--- config.mk ---
export PLATFORM = sky130hd
export DESIGN_NAME = thread_slot_sched
export DESIGN_NICKNAME = d
export VERILOG_FILES = /design/src/rtl/thread_slot_sched.sv
export SDC_FILE = /design/constraint.sdc
export NUM_CORES = 1
export LEC_CHECK = 0
export CORE_MARGIN = 2
export CORE_UTILIZATION = 35
export DETAILED_ROUTE_END_ITERATION = 6
export GPL_TIMING_DRIVEN = 0
export PLACE_DENSITY = 0.58
export SYNTH_ARGS = -nofsm -noshare
export SYNTH_HDL_FRONTEND = slang
export SYNTH_SLANG_ARGS = --single-unit
export TNS_END_PERCENT = 1
--- constraint.sdc ---
create_clock -name CLK -period 6.3 [get_ports CLK]
set_input_delay 1.26 -clock CLK [delete_from_list [all_inputs] [get_ports CLK]]
set_output_delay 1.26 -clock CLK [all_outputs]
set_load 0.01 [all_outputs]
--- src/rtl/thread_slot_sched.sv ---
// Round-robin assignment of READY thread contexts to core computation slots.
// Tracks per-thread IDLE/READY/RUNNING state and flags protocol misuse.
module thread_slot_sched #(
    parameter int unsigned N_THREADS     = 16,
    parameter int unsigned N_CORES       = 4,
    parameter int unsigned IDLE_CNT_W    = 16,
    localparam int unsigned N_THREADS_MSB = $clog2(N_THREADS) - 1,
    localparam int unsigned N_CORES_MSB   = (N_CORES > 1) ? $clog2(N_CORES) - 1 : 0
) (
    input  logic                    CLK,
    input  logic                    RST,
    input  logic [N_CORES-1:0]      core_start,
    input  logic                    ctx_num,
    input  logic                    rdy_set,
    input  logic [N_THREADS_MSB:0]  rdy_num,
    input  logic                    done,
    input  logic [N_THREADS_MSB:0]  done_num,
    output logic                    issue_valid,
    output logic [N_THREADS_MSB:0]  issue_thread,
    output logic [N_CORES_MSB:0]    issue_core,
    output logic                    issue_ctx,
    output logic [IDLE_CNT_W-1:0]   idle_slots,
    output logic                    err
);

    localparam int unsigned THR_W  = N_THREADS_MSB + 1;
    localparam int unsigned CORE_W = N_CORES_MSB + 1;

    typedef enum logic [1:0] {
        T_IDLE    = 2'd0,
        T_READY   = 2'd1,
        T_RUNNING = 2'd2
    } thr_state_t;

    logic [N_THREADS-1:0][1:0] thr_st, thr_st_nxt;
    logic [THR_W-1:0]          rr_ptr, rr_ptr_nxt;

    logic                      slot;
    logic                      multi_start;
    logic [CORE_W-1:0]         core_idx;
    logic                      found;
    logic [THR_W-1:0]          found_idx;
    logic [THR_W-1:0]          probe;
    logic                      proto_err;

    logic                      issue_valid_nxt;
    logic [THR_W-1:0]          issue_thread_nxt;
    logic [CORE_W-1:0]         issue_core_nxt;
    logic                      issue_ctx_nxt;
    logic [IDLE_CNT_W-1:0]     idle_slots_nxt;
    logic                      err_nxt;

    // Slot decode: lowest set core_start bit wins, extra bits are a protocol error.
    always_comb begin
        slot        = |core_start;
        multi_start = |(core_start & (core_start - N_CORES'(1)));
        core_idx    = '0;
        for (int c = N_CORES - 1; c >= 0; c--) begin
            if (core_start[c]) core_idx = CORE_W'(c);
        end
    end

    // Round-robin search over registered state, starting just after rr_ptr.
    always_comb begin
        found     = 1'b0;
        found_idx = '0;
        probe     = '0;
        for (int i = 1; i <= N_THREADS; i++) begin
            probe = THR_W'(rr_ptr + THR_W'(i));
            if (!found && thr_st[probe] == T_READY) begin
                found     = 1'b1;
                found_idx = probe;
            end
        end
    end

    // Thread state update; done is applied before rdy_set so done+rdy_set on a RUNNING thread lands in READY.
    always_comb begin
        thr_st_nxt = thr_st;
        proto_err  = 1'b0;
        for (int t = 0; t < N_THREADS; t++) begin
            if (done && done_num == THR_W'(t)) begin
                if (thr_st[t] == T_RUNNING) thr_st_nxt[t] = T_IDLE;
                else                        proto_err     = 1'b1;
            end
            if (rdy_set && rdy_num == THR_W'(t)) begin
                if (thr_st_nxt[t] == T_RUNNING) proto_err     = 1'b1;
                else                            thr_st_nxt[t] = T_READY;
            end
            if (slot && found && found_idx == THR_W'(t)) thr_st_nxt[t] = T_RUNNING;
        end
    end

    always_comb begin
        issue_valid_nxt  = 1'b0;
        issue_thread_nxt = issue_thread;
        issue_core_nxt   = issue_core;
        issue_ctx_nxt    = issue_ctx;
        idle_slots_nxt   = idle_slots;
        rr_ptr_nxt       = rr_ptr;
        err_nxt          = err | proto_err | multi_start;
        if (slot) begin
            if (found) begin
                issue_valid_nxt  = 1'b1;
                issue_thread_nxt = found_idx;
                issue_core_nxt   = core_idx;
                issue_ctx_nxt    = ctx_num;
                rr_ptr_nxt       = found_idx;
            end else if (idle_slots != '1) begin
                idle_slots_nxt = idle_slots + IDLE_CNT_W'(1);
            end
        end
    end

    always_ff @(posedge CLK or posedge RST) begin
        if (RST) begin
            thr_st       <= '0;
            rr_ptr       <= THR_W'(N_THREADS - 1);
            issue_valid  <= 1'b0;
            issue_thread <= '0;
            issue_core   <= '0;
            issue_ctx    <= 1'b0;
            idle_slots   <= '0;
            err          <= 1'b0;
        end else begin
            thr_st       <= thr_st_nxt;
            rr_ptr       <= rr_ptr_nxt;
            issue_valid  <= issue_valid_nxt;
            issue_thread <= issue_thread_nxt;
            issue_core   <= issue_core_nxt;
            issue_ctx    <= issue_ctx_nxt;
            idle_slots   <= idle_slots_nxt;
            err          <= err_nxt;
        end
    end

endmodule

==> impl_metrics.json <==
{
  "drive_gt1_frac": 0.130,
  "drtIter0Drc": 596,
  "fp.dieArea_mm2": 0.0185,
  "synth_area_per_cell_um2": 8.60,
  "grt_pass1_vias": 5958,
  "hold_path.class": "reg2reg",
  "synthCells": 711,
  "synth-edff-count": 0,
  "startpoint_type": "flop",
  "via_per_inst": 6.36,
  "wl_mm": 21.9,
  "hpwl_mm": 16.7,
  "via_count": 6321,
  "rows": 48,
  "die_h_um": 136,
  "r2r_slack_ns": 0.24,
  "rsz0062_at_grt": "false",
  "layout_worst_path_cycle_share": 0.962,
  "layout_commonest_cell": "nand2_1",
  "synth_nets": 736,
  "htreeDepth": 3,
  "path_clk_slew_ns": 0.06,
  "io_buffer_count": 41,
  "finalSetupViolations": 0,
  "critical_path_class": "reg2reg",
  "max_slew.worst_pin.slew_ns": 0.867,
  "synthArstFlopShare": 1.00,
  "min_path_cells": 1,
  "core_area_mm2": 0.0172,
  "yosys_warnings": 0,
  "required_ns": 6.53,
  "fp.dieW_um": 136,
  "clkLatencyLatePin_ns": 0.34,
  "ys_ff_latch": 61,
  "ant_nets": 0,
  "worstSetupEndpointType": "flop",
  "gp_congestion": 0.965,
  "cp_max_fo": 10,
  "layout_common_cells": "nand2_1, nor2_1, dfrtp_1",
  "yosysSeqAreaShare": 0.250,
  "skew_ns": 0.00908,
  "fin_tns_setup_ns": 0,
  "start_util": 0.356,
  "cts_tree": "done",
  "fmax_mhz": 165,
  "cts_sinks": 61,
  "cts_root_buf": "clkbuf_16",
  "antenna_found_initial": 0,
  "cts_buffer_depth": 2,
  "diodes": 0,
  "min_period_ns": 6.06,
  "numCtsBuffers": 9,
  "arrival_ns": 6.29,
  "grt_pass1_wl_mm": 34.2,
  "cp-endpoint": "thr_st[27]$_DFF_PP0_",
  "fin_nets": 789,
  "grt_overflow": 0,
  "grt_max_degree": 34,
  "slew_headroom": 0.417,
  "area_growth_pct": 17.2,
  "gr-usage-all-layers": 0.242,
  "synthesis.area_mm2": 0.00611,
  "drv_cap": 0,
  "finalHoldViolations": 0,
  "io_pins": 42,
  "synth_flop_cell": "dfrtp_1",
  "first_pass_iters": 5,
  "r2r-end": "thr_st[27]$_DFF_PP0_",
  "synth_cell_type_count": 88,
  "r2r-start": "rr_ptr[0]$_DFFE_PP1P_",
  "timing.critical_path.from": "rr_ptr[0]$_DFFE_PP1P_",
  "drc": 0,
  "slew_violations": 0,
  "outcome": "finished clean",
  "reg2regPathDepth": 14,
  "whs_ns": 0.481,
  "wl_per_cell_um": 22.0
}
worst min-delay path by stage:
stage,start,end,slack (ns)
finish,idle_slots[10]$_DFFE_PP0P_,idle_slots[10]$_DFFE_PP0P_,0.48
CTS,idle_slots[10]$_DFFE_PP0P_,idle_slots[10]$_DFFE_PP0P_,0.49
detailed placement,idle_slots[10]$_DFFE_PP0P_,idle_slots[10]$_DFFE_PP0P_,0.47
global route,idle_slots[12]$_DFFE_PP0P_,idle_slots[12]$_DFFE_PP0P_,0.51
floorplan,thr_st[17]$_DFF_PP0_,thr_st[17]$_DFF_PP0_,0.51
global placement,idle_slots[10]$_DFFE_PP0P_,idle_slots[10]$_DFFE_PP0P_,0.48
routing by layer:
metal | track usage | part of all wire | routed length [um] | up-vias
met4 | 0.0909 | 0.037 | 811 | 2
met5 | 0.0167 | 0.0016 | 36 | -
li1 | - | - | - | 2902
met3 | 0.0380 | 0.082 | 1800 | 57
met1 | 0.341 | 0.44 | 9540 | 3033
met2 | 0.371 | 0.44 | 9680 | 327
worst max-delay path, stage by stage (launching register included):
cell and delay (ns):
dfstp_2 0.61, clkinv_1 0.27, buf_1 0.41, ha_1 0.32, clkbuf_2 0.22, xor2_2 0.28, a2111oi_0 0.75, o41ai_1 0.28
and2_1 0.28, or4_1 0.59, nor4_1 0.68, a221oi_1 0.29, nor3b_1 0.35, o211ai_1 0.30, o31ai_1 0.31
state kept, by name, indices dropped and copies added, names as in the netlist:
signal	cells
issue_valid	1
issue_core	2
rr_ptr	4
issue_thread	4
idle_slots	16
err	1
thr_st	32
issue_ctx	1
timing repair:
item                                    CTS  global route
hold buffers                              0             0
setup buffers                             0             0
resized for setup                         0             1
endpoints found under the setup margin    0            14
cell usage after synthesis (11+ instances only):
library cell   n  area share
nand2_1       69       0.042
nor2_1        65       0.040
dfrtp_1       57        0.23
a21oi_1       51       0.042
nor2b_1       32       0.033
nand3_1       25       0.020
mux4_2        24       0.088
nand2b_1      24       0.025
xnor2_1       20       0.029
nand4_1       18       0.018
a31oi_1       16       0.016
o22ai_1       16       0.016
o21ai_0       15       0.012
nor3_1        14       0.011
o211ai_1      14       0.017
mux2i_1       13       0.021
nand3b_1      11       0.014
stage by stage:
| step | instances | setup slack [ns] | utilization | instance area, um^2 |
|---|---|---|---|---|
| 3_3_place_gp | 977 | 0.0557 | 0.396 | 6810 |
| 6_report | 994 | 0.241 | 0.417 | 7160 |
| 3_5_place_dp | 978 | 0.150 | 0.397 | 6830 |
| 2_1_floorplan | 711 | 1.70 | - | 6110 |
| 5_1_grt | 994 | 0.0237 | 0.417 | 7160 |
| 4_1_cts | 994 | 0.122 | 0.417 | 7160 |
logic make-up after synthesis:
| family | count (synthesis) | synth area share |
|---|---|---|
| simple gates | 302 | 0.261 |
| compound gates | 219 | 0.257 |
| flops | 61 | 0.250 |
| mux | 51 | 0.140 |
| buf+inv | 42 | 0.0327 |
| xor+xnor | 28 | 0.0426 |
| fa+ha+maj | 8 | 0.0164 |
final cells by class:
| class | count | area [um^2] |
|---|---|---|
| flip-flops and latches | 61 | 1530 |
| inverters | 15 | 56.3 |
| plain buffers | 27 | 144 |
| repair buffers | 42 | 430 |
| fillers | 1791 | 10000 |
| clock inverters | 6 | 93.8 |
| clock buffers | 10 | 239 |
| well taps | 225 | 282 |
| multi-input cells | 608 | 4390 |
Power is left out: the tool's default activity adds up to more than one toggle a clock period on the data nets, which glitch-free logic cannot reach.
